### src/rtl/vme_bus_arbiter.sv
// Two-requester arbiter in front of a single VME-style memory port.
// Requesters A and B share one downstream channel with a single
// transaction outstanding at a time. Simultaneous requests alternate
// round-robin. A transaction with no downstream completion is aborted
// after TIMEOUT wait cycles and reported to the requester as an error.
module vme_bus_arbiter #(
  parameter int ADDR_W  = 8,
  parameter int TIMEOUT = 15
) (
  input  logic              clk,
  input  logic              rst,
  // requester A
  input  logic              a_req_rd,
  input  logic              a_req_wr,
  input  logic [ADDR_W-1:0] a_addr,
  input  logic [31:0]       a_wr_data,
  output logic [31:0]       a_rd_data,
  output logic              a_done,
  output logic              a_err,
  // requester B
  input  logic              b_req_rd,
  input  logic              b_req_wr,
  input  logic [ADDR_W-1:0] b_addr,
  input  logic [31:0]       b_wr_data,
  output logic [31:0]       b_rd_data,
  output logic              b_done,
  output logic              b_err,
  // downstream bus
  output logic [ADDR_W-1:0] vme_addr,
  output logic [31:0]       vme_wr_data,
  output logic              vme_rd_mem,
  output logic              vme_wr_mem,
  input  logic [31:0]       vme_rd_data,
  input  logic              vme_rd_done,
  input  logic              vme_wr_done
);

  typedef enum logic [1:0] {
    ST_IDLE,
    ST_ISSUE,
    ST_WAIT,
    ST_DONE
  } state_t;

  localparam logic [7:0] TIMEOUT_CNT = 8'(TIMEOUT);

  state_t              state_q, state_d;
  logic                grant_b_q;   // current transaction owner: 1 = B
  logic                last_b_q;    // round-robin pointer: 1 = B was granted last
  logic                is_wr_q;     // current transaction direction
  logic                err_q;       // current transaction timed out
  logic [7:0]          cnt_q;
  logic [ADDR_W-1:0]   addr_q;
  logic [31:0]         wdata_q;
  logic [31:0]         a_rd_q, b_rd_q;

  logic a_req, b_req, pick_b, match_done, timeout_hit;

  assign a_req       = a_req_rd | a_req_wr;
  assign b_req       = b_req_rd | b_req_wr;
  // B wins when alone, or on a tie when A was the last one granted.
  assign pick_b      = b_req & (~a_req | ~last_b_q);
  // Only a completion of the type matching the issued strobe counts.
  assign match_done  = is_wr_q ? vme_wr_done : vme_rd_done;
  assign timeout_hit = (cnt_q == TIMEOUT_CNT);

  // Next-state logic for the transaction sequencer.
  always_comb begin
    // NOTE: every always_comb output gets a default first so no path
    // leaves it unassigned, which would otherwise infer a latch.
    state_d = state_q;
    case (state_q)
      ST_IDLE:  if (a_req || b_req) state_d = ST_ISSUE;
      ST_ISSUE: state_d = ST_WAIT;
      ST_WAIT:  if (match_done || timeout_hit) state_d = ST_DONE;
      ST_DONE:  state_d = ST_IDLE;
      default:  state_d = ST_IDLE;
    endcase
  end

  // State register plus the grant, request capture, wait counter and
  // read-data registers, all advanced by the current state.
  always_ff @(posedge clk) begin
    // NOTE: sequential state uses non-blocking assignments so every
    // register samples pre-edge values regardless of statement order.
    if (rst) begin
      state_q   <= ST_IDLE;
      grant_b_q <= 1'b0;
      last_b_q  <= 1'b1;           // favour A on the first tie
      is_wr_q   <= 1'b0;
      err_q     <= 1'b0;
      cnt_q     <= '0;
      addr_q    <= '0;
      wdata_q   <= '0;
      a_rd_q    <= '0;
      b_rd_q    <= '0;
    end else begin
      state_q <= state_d;
      case (state_q)
        ST_IDLE: begin
          if (a_req || b_req) begin
            grant_b_q <= pick_b;
            last_b_q  <= pick_b;
            // A simultaneous read and write request is serviced as a write.
            is_wr_q   <= pick_b ? b_req_wr  : a_req_wr;
            addr_q    <= pick_b ? b_addr    : a_addr;
            wdata_q   <= pick_b ? b_wr_data : a_wr_data;
            cnt_q     <= '0;
          end
        end
        ST_ISSUE: cnt_q <= '0;
        ST_WAIT: begin
          cnt_q <= cnt_q + 8'd1;
          if (match_done) begin
            err_q <= 1'b0;
            if (!is_wr_q) begin
              if (grant_b_q) b_rd_q <= vme_rd_data;
              else           a_rd_q <= vme_rd_data;
            end
          end else if (timeout_hit) begin
            err_q <= 1'b1;
            if (!is_wr_q) begin
              if (grant_b_q) b_rd_q <= 32'hFFFF_FFFF;
              else           a_rd_q <= 32'hFFFF_FFFF;
            end
          end
        end
        default: ;
      endcase
    end
  end

  // Strobes and completion pulses decode directly from registered state.
  assign vme_rd_mem  = (state_q == ST_ISSUE) & ~is_wr_q;
  assign vme_wr_mem  = (state_q == ST_ISSUE) &  is_wr_q;
  assign vme_addr    = addr_q;
  assign vme_wr_data = wdata_q;

  assign a_done    = (state_q == ST_DONE) & ~grant_b_q;
  assign b_done    = (state_q == ST_DONE) &  grant_b_q;
  assign a_err     = a_done & err_q;
  assign b_err     = b_done & err_q;
  assign a_rd_data = a_rd_q;
  assign b_rd_data = b_rd_q;

endmodule

### config.mk
export PLATFORM = sky130hd
export DESIGN_NAME = vme_bus_arbiter
export DESIGN_NICKNAME = d
export VERILOG_FILES = /design/src/rtl/vme_bus_arbiter.sv
export SDC_FILE = /design/constraint.sdc
export NUM_CORES = 1
export LEC_CHECK = 0
export ABC_AREA = 1
export CELL_PAD_IN_SITES_DETAIL_PLACEMENT = 2
export CELL_PAD_IN_SITES_GLOBAL_PLACEMENT = 2
export CORE_AREA = 5 5 240 125
export CTS_CLUSTER_DIAMETER = 120
export CTS_CLUSTER_SIZE = 10
export DETAILED_ROUTE_END_ITERATION = 6
export DIE_AREA = 0 0 245 130
export PLACE_DENSITY_LB_ADDON = 0.1
export SLEW_MARGIN = 20
export SYNTH_ARGS = -nofsm -noshare
export SYNTH_HDL_FRONTEND = slang
export SYNTH_SLANG_ARGS = --single-unit
### constraint.sdc
create_clock -name clk -period 2.2 [get_ports clk]
set_input_delay 0.44 -clock clk [delete_from_list [all_inputs] [get_ports clk]]
set_output_delay 0.44 -clock clk [all_outputs]
set_load 0.05 [all_outputs]
After elaboration in Yosys (flattened, before gate mapping)
Index checks and enable logic that the tools add are counted.

word-level totals
  bits in registers = 118
  bits of input ports = 120
  output and inout bits = 110
  logic and storage cells = 71

operators by class
  add/sub/neg operators = 1
  eq/ne operators = 12
  mux-type cells = 23
  bitwise gates (word level) = 14
  reduce and logical (&&, ||, !) cells = 11

operators by type and width
  operator                                                                number
  32-bit 2-to-1 mux                                                       13
  8-bit case mux with 3 select lines                                      1
  8-bit 2-to-1 mux                                                        2
  2-bit != test (second input constant)                                   8
  6-bit AND reduction                                                     2
  8-bit by 1-bit adder with 8-bit output (second input constant)          1
  8-bit by 4-bit equality test with 1-bit output (second input constant)  1
  2-bit case mux with 4 select lines                                      1
  2-bit AND reduction                                                     4
  1-bit bitwise AND                                                       7
  2-bit equality test (second input constant)                             2
  1-bit 2-to-1 mux                                                        4
  2-bit 2-to-1 mux                                                        2
  1-bit NOT                                                               4
  1-bit bitwise OR                                                        3
  3-bit nonzero test                                                      1
  2-bit by 1-bit equality test with 1-bit output (second input constant)  1
  2-bit logical NOT                                                       1
  1-bit logical OR                                                        2
  2-bit nonzero test                                                      1

Logic depth before layout (Yosys ltp)
  word-level depth = 5
  mapped depth = 10
  gate-level depth less buffers = 10

Worst setup path before layout
Ideal clock, no wire load.

  path type = register to output
  from = reg state_q[1]
  to = out a_err
  arrival time = 1.603 ns
  required time = 1.760 ns
  slack = 0.157 ns
  stages on the path, launching flop included = 4
  buffers on the path = 0
  path through = dfxtp_1 > ha_1 > inv_1 > nor3_1

on the way
  longest elaborated chain between the ends = 3

RTL lines
  item                      RTL line  source
  start: declaration        47        state_t state_q, state_d;
  start signal: assignment  98        state_q <= state_d;
  2-bit equality test       139       assign a_done = (state_q == ST_DONE) & ~grant_b_q;
  1-bit bitwise AND         139
  1-bit bitwise AND         141       assign a_err = a_done & err_q;
  end: declaration          19        output logic a_err,

No other way between the ends.

Worst setup path in the final report
  from = reg b_rd_q[30] (netlist: b_rd_data[30])
  to = out b_rd_data[30]

RTL lines
  item                      RTL line  source
  start: declaration        55        logic [31:0] a_rd_q, b_rd_q;
  start signal: assignment  117       if (grant_b_q) b_rd_q <= vme_rd_data;
  end: declaration          25        output logic [31:0] b_rd_data,

No word-level cell between the ends.

==> results.toml <==
[clock_network]
cts_root_buf = "clkbuf_16"
cts_tree = "yes"
ctsHoldBuffers = 0
h-tree-depth = 4
post_cts_resized = 0
cts_sinks = 118
clock_path_buffers = 2
cts_buffers = 17
cts_setup_buffers = 0
clkLatencyLatePin_ns = 0.43
clk_pin_slew_ns = 0.06

[final_layout]
antenna_cells = 0
nNetsFinal = 1339
layout-drive-gt1-share_pct = 6.199
syn_to_final_growth_pct = 55.71
fin_area_um2 = 9348

[die]
dieArea_um2 = 31850
initial_core_util_pct = 21.88
die_w_um = 245
die_height_um = 130
core-area_um2 = 27440
row_count = 43
ios = 230

[routing]
wirelength_um = 24720
vias = 6784
drc = 0
viasPerCell = 4.277
ant_nets = 0
drtIter0Drc = 186
dr.pass1.iters = 4
wire_per_inst_um = 15.58

[global_route]
grt_util_all_layers_pct = 15.73
grt_pass1_vias = 7485
grt_pass1_wl_um = 39600
overflow = 0
grt_start_max_net_pins = 47
antenna_found_initial = 0

[timing]
tightest_slew_ns = 0.5817
slew_headroom_pct = 61.10
setup_viol = 0
hold_violations = 0
finalSetupTns_ns = 0
fmax_mhz = 482.9
skew_ns = 0.009798
fin_crit_sh_pct = 94.12
rsz0062_at_grt = "false"
drv_slew = 0
min_period_ns = 2.071

[critical_path]
crit_path_start_kind = "flop"
critPathArrivalTime_ns = 1.63
crit_slowest_cell = "clkdlybuf4s50_1"
path_buf_inv = 1
path_cells = "clkdlybuf4s50_1"
slowest_delay_ns = 0.82
path_delay_family = "buffers and inverters"
critical_path_class = "flop to primary output"
critPathMaxFanout = 2
cp-end-kind = "primary output"
cp.required_ns = 1.76

[flow_run]
drv_cap = 0

[synthesis]
synth_cell_types = 20
synth-seq-cells = 118
syn-cell-area_um2 = 6003
syn_avg_cell_area_um2 = 6.021
yosys_warnings = 0
syn_nets = 1123
yosysSeqAreaShare_pct = 39.35
synthCells = 997

[place]
gp_congestion = 0.7218
io_buffers = 229
placed_area_um2 = 8752
dp_hpwl_um = 18720

[power_and_ir_drop]
clockPowerShare_pct = 24.0
powerDensity_nw_per_um2 = 1275
ir_drop_mv = 0.5500
sw_frac_of_total_pct = 46.25
p_comb_share_pct = 50.8
power.switching_mw = 5.513
p_int_mw = 6.408
power.leakage_nw = 4.427
seq_power_share_pct = 25.1

[run_status]
outcome = "complete, no violations"

[min_path]
hold_class = "flop to flop"
[cells in the mapped netlist (all sizes together)]
master  count  area (um2)
clkinv      1       3.750
nor2      199       747.0
dfxtp     118        2362
nand3      55       275.3
inv       193       724.4
o21bai      1       7.510
o21ai       6       33.78
or2         1       6.260
nor3        2       10.01
buf        26       121.4
a21o        1       7.510
nand2     284        1069
a21oi       8       40.04
nand4      64       400.4
ha          6       75.07
clkbuf     32       120.1
[stage by stage]
| stage | hold slack (ns) | util [%] | power, mW | worst slack (ns) | cells |
|---|---|---|---|---|---|
| 2_1_floorplan | 0.4359 | - | 6.892 | 0.1575 | 997 |
| 3_3_place_gp | 0.4764 | 31.90 | 9.031 | 0.2207 | 1554 |
| 3_5_place_dp | 0.4752 | 31.90 | 9.213 | 0.1187 | 1554 |
| 4_1_cts | 0.4925 | 34.07 | 12.20 | 0.07324 | 1586 |
| 5_1_grt | 0.5028 | 34.07 | 12.78 | 0.05364 | 1586 |
| 6_report | 0.4905 | 34.07 | 11.92 | 0.1293 | 1586 |
[final timing paths]
path	end	slack (ns)	from	cells after the start
worst min-delay path	last_b_q	0.49	last_b_q	2
worst min register to register	last_b_q	0.49	last_b_q	2
worst max register to register	b_rd_data[13]	0.42	cnt_q[0]	8
worst max-delay path	b_rd_data[30]	0.13	b_rd_data[30]	1
[worst reg2reg max path, stage by stage, from the launching register on]
cell and delay (ns):
dfxtp_1 0.38, ha_1 0.23, nand3_1 0.18, o21ai_4 0.26, nand3_1 0.21, buf_12 0.23, nand2_1 0.08, inv_1 0.04
nor2_1 0.11
[logic make-up after synthesis]
logic type	after synthesis	synth area share, %
AOI/OAI and AO/OA	16	1.480
buffers and inverters	252	16.15
DFF	118	39.35
adders and majority gates	6	1.250
and+or+nand+nor	605	41.77
[routing by layer]
| metal | vias to the layer above | part of all wire, % | track usage (%) |
|---|---|---|---|
| met5 | - | 0 | 0 |
| met1 | 3264 | 43 | 18.05 |
| met4 | 0 | 0.97 | 3.131 |
| met3 | 22 | 4.5 | 4.953 |
| li1 | 3401 | - | - |
| met2 | 97 | 52 | 29.27 |
[state kept, by name, indices dropped and copies added (netlist names)]
signal	flops
grant_b_q	1
is_wr_q	1
state_q	2
vme_addr	8
last_b_q	1
a_rd_data	32
vme_wr_data	32
b_rd_data	32
cnt_q	8
err_q	1
[layout by cell type, fill, tap and decap left out, drive strengths merged]
cell type,synthesis,final
o21ai,6,6
or2,1,1
clkbuf,32,23
clkdlybuf4s50,0,220
buf,26,35
bufinv,0,2
nand2,284,284
clkinvlp,0,1
inv,193,194
nor2,199,199
dfxtp,118,118
nor3,2,2
nand4,64,64
a21o,1,1
ha,6,6
a21oi,8,8
o21bai,1,1
nand3,55,55
clkinv,1,6
[area by class of cell]
class,count,area [um2]
Timing Repair Buffer,255,2525
Clock inverter,9,97.59
Clock buffer,23,498.0
Inverter,194,728.2
Multi-Input combinational cell,627,2686
Sequential cell,118,2362
Tap cell,360,450.4
Fill cell,3249,18090
[power groups by stage]
stage / clock network (mW) / logic, mW / registers, mW
floorplan: 0 / 2.29 / 4.60
global placement: 0 / 6.00 / 3.03
detailed placement: 0 / 6.16 / 3.05
CTS: 2.97 / 6.20 / 3.02
global route: 3.08 / 6.63 / 3.08
finish: 2.86 / 6.06 / 3.00
No activity file was read; power rests on OpenSTA's default activity.
==> patch, RTL diff (same flow settings) <==
Put a register stage on the outputs `a_err`, `b_err`, `vme_rd_mem` and `vme_wr_mem`. The values now appear one clock later. The other outputs are not delayed to match.
--- a/src/rtl/vme_bus_arbiter.sv
+++ b/src/rtl/vme_bus_arbiter.sv
@@ -132,6 +132,10 @@
 
   // Strobes and completion pulses decode directly from registered state.
-  assign vme_rd_mem  = (state_q == ST_ISSUE) & ~is_wr_q;
-  assign vme_wr_mem  = (state_q == ST_ISSUE) &  is_wr_q;
+  always_ff @(posedge clk) begin
+    a_err      <= a_done & err_q;
+    b_err      <= b_done & err_q;
+    vme_rd_mem <= (state_q == ST_ISSUE) & ~is_wr_q;
+    vme_wr_mem <= (state_q == ST_ISSUE) &  is_wr_q;
+  end
   assign vme_addr    = addr_q;
   assign vme_wr_data = wdata_q;
@@ -139,6 +143,4 @@
   assign a_done    = (state_q == ST_DONE) & ~grant_b_q;
   assign b_done    = (state_q == ST_DONE) &  grant_b_q;
-  assign a_err     = a_done & err_q;
-  assign b_err     = b_done & err_q;
   assign a_rd_data = a_rd_q;
   assign b_rd_data = b_rd_q;
Formal check against the unedited RTL: not equivalent (a bounded check fails within 4 cycles, from zero or initial values and one cycle with rst high).
==> patch against the unedited design <==
  * Sequential share of layout area increased by 0.51 points
  * Synthesized area is 1.3% higher
  * Critical path type unchanged
  * Highest routed layer is now met5
  * Synthesized cell count rose by 0.40%
  * Critical endpoint is now b_rd_data[7]
  * Power is 2.2% higher
  * Combinational power rose by 1%
  * Routed wire length fell by 0.81%
  * Final area grew 1.3%
  * Sequential cell count rose by 4
  * Setup slack got worse by 0.0084 ns
  * First-iteration DRC count fell by 8.6%
==> patch: results (changes against the unedited design) <==
* Family with the most delay on the worst path: buffers and inverters (unchanged)
* Synth cell types at 20 (unchanged)
* DP Worst Slack at 0.150 ns (was 0.119 ns)
* Share of the synthesized area in the top cell type at 40.1% (was 39.3%)
* RD Place Congestion at 0.757 (was 0.722)
* Initial DRC count at 170 (was 186)
* Fin Clk Skew at 0.00968 ns (was 0.00980 ns)
* Routed WL at 24500 µm (was 24700 µm)
* Avg Vias per Cell at 4.29 (was 4.28)
* Crit Path Max Fanout at 2 (unchanged)
* Largest net degree at the start of global routing at 55 (was 47)
* Commonest cells in the netlist: 283 x nand2_1, 199 x nor2_1, 190 x inv_1, 122 x dfxtp_1, 64 x nand4_1 (was 283 x nand2_1, 199 x nor2_1, 190 x inv_1, 118 x dfxtp_1, 64 x nand4_1)
* All-Layer GR Usage at 15.4% (was 15.7%)
* Synth Area in Adders at 1.23% (was 1.25%)
* Routed wl met3 at 1090 µm (was 1100 µm)
* Ys Warns at 0 (unchanged)
* VDD IR max at 0.536 mV (was 0.550 mV)
* Final antenna diode count at 0 (unchanged)
* M1 WL at 10200 µm (was 10500 µm)
* Slew @ Worst Pin at 0.579 ns (was 0.582 ns)
* Post-CTS Setup Bufs at 0 (unchanged)
* WL met2 at 13000 µm (was 12900 µm)
* Crit path largest cell delay at 0.85 ns (was 0.82 ns)
* CTS resizes at 0 (unchanged)
* Pint at 6.67 mW (was 6.41 mW)
* Layout cells sized above 1 at 5.38% (was 6.20%)
* Nets at 1340 (was 1339)
* TritonRoute pass-1 iters at 4 (unchanged)
* First-pass GRT wire length at 38600 µm (was 39600 µm)
* Antenna violations before repair at 2 (was 0)
* Hold Crit Class: register to register (unchanged)
* Syn Nets at 1127 (was 1123)
* Num CTS Buffers at 17 (unchanged)
* Synth Area in Compound Gates at 1.46% (was 1.48%)
* Port bufs at 229 (unchanged)
* Final HPWL DP at 18100 µm (was 18700 µm)
* Top cells by area, synth: dfxtp_1 40%, nand2_1 17%, nor2_1 12%, inv_1 12%, nand4_1 6.6% (was dfxtp_1 39%, nand2_1 18%, nor2_1 12%, inv_1 12%, nand4_1 6.7%)
* Clock transition at path regs at 0.06 ns (about the same)
* Highest metal used: met5 (was met4)
* H-tree depth at 4 (unchanged)
* Outcome: complete, no violations (unchanged)
* Register area share after synthesis at 40.1% (was 39.3%)
* Number of global-route vias before repair at 7367 (was 7485)
* P_leak at 4.46 nW (was 4.43 nW)
patch: changes by cell type after synthesis:
cell	before	now
dfxtp_1	118	122
patch: worst paths after layout:
check | startpoint | endpoint | slack [ns] | cells after the start
setup reg to reg | cnt_q[0]$_SDFFE_PP0P_ | b_rd_data[26]$_SDFFE_PP0P_ | 0.47 | 7
hold / removal | err_q$_SDFFE_PP0P_ | b_err$_DFF_P_ | 0.47 | 2
hold reg to reg | err_q$_SDFFE_PP0P_ | b_err$_DFF_P_ | 0.47 | 2
setup / recovery | b_rd_data[7]$_SDFFE_PP0P_ | b_rd_data[7] | 0.12 | 1
patch: layout make-up:
class                   count  area, µm²
clock buffers              22        464
clock inverters             9        145
fillers                  3300      18000
inverters                 194        728
multi-input cells         627       2690
flip-flops and latches    122       2440
well taps                 360        450
repair buffers            252       2550
patch: metrics by stage:
step | util (%) | hold slack, ns | instance area [µm²] | std cells
CTS | 34.5 | 0.442 | 9470 | 1586
floorplan | - | 0.435 | 6080 | 1001
global placement | 32.3 | 0.464 | 8860 | 1555
finish | 34.5 | 0.467 | 9470 | 1586
global route | 34.5 | 0.484 | 9470 | 1586
detailed placement | 32.3 | 0.464 | 8860 | 1555
patch: cell families after synthesis:
logic type,count (synthesis)
and+or+nand+nor,605
AOI/OAI and AO/OA,16
buffers and inverters,252
adders and majority gates,6
DFF,122
patch: worst reg2reg max path, stage by stage, from the launching register on:
cell and delay, ns:
dfxtp_1 0.37, ha_1 0.22, nand3_1 0.18, o21ai_4 0.26
buf_12 0.27, nand4_1 0.18, nand2_1 0.11, nor2_1 0.04
patch: power by group through the flow:
stage | logic, mW | registers (mW) | clock network (mW)
after global placement | 6.09 | 3.10 | 0
after detailed placement | 6.22 | 3.12 | 0
after floorplan | 2.24 | 4.74 | 0
after global routing | 6.70 | 3.14 | 3.19
final | 6.14 | 3.06 | 2.98
after CTS | 6.27 | 3.08 | 3.10
patch: layer usage:
metal	global-route usage, %	vias to the layer above
li1	-	3409
met1	17.0	3285
met2	29.2	90
met3	4.89	16
met4	3.56	4
met5	0	-
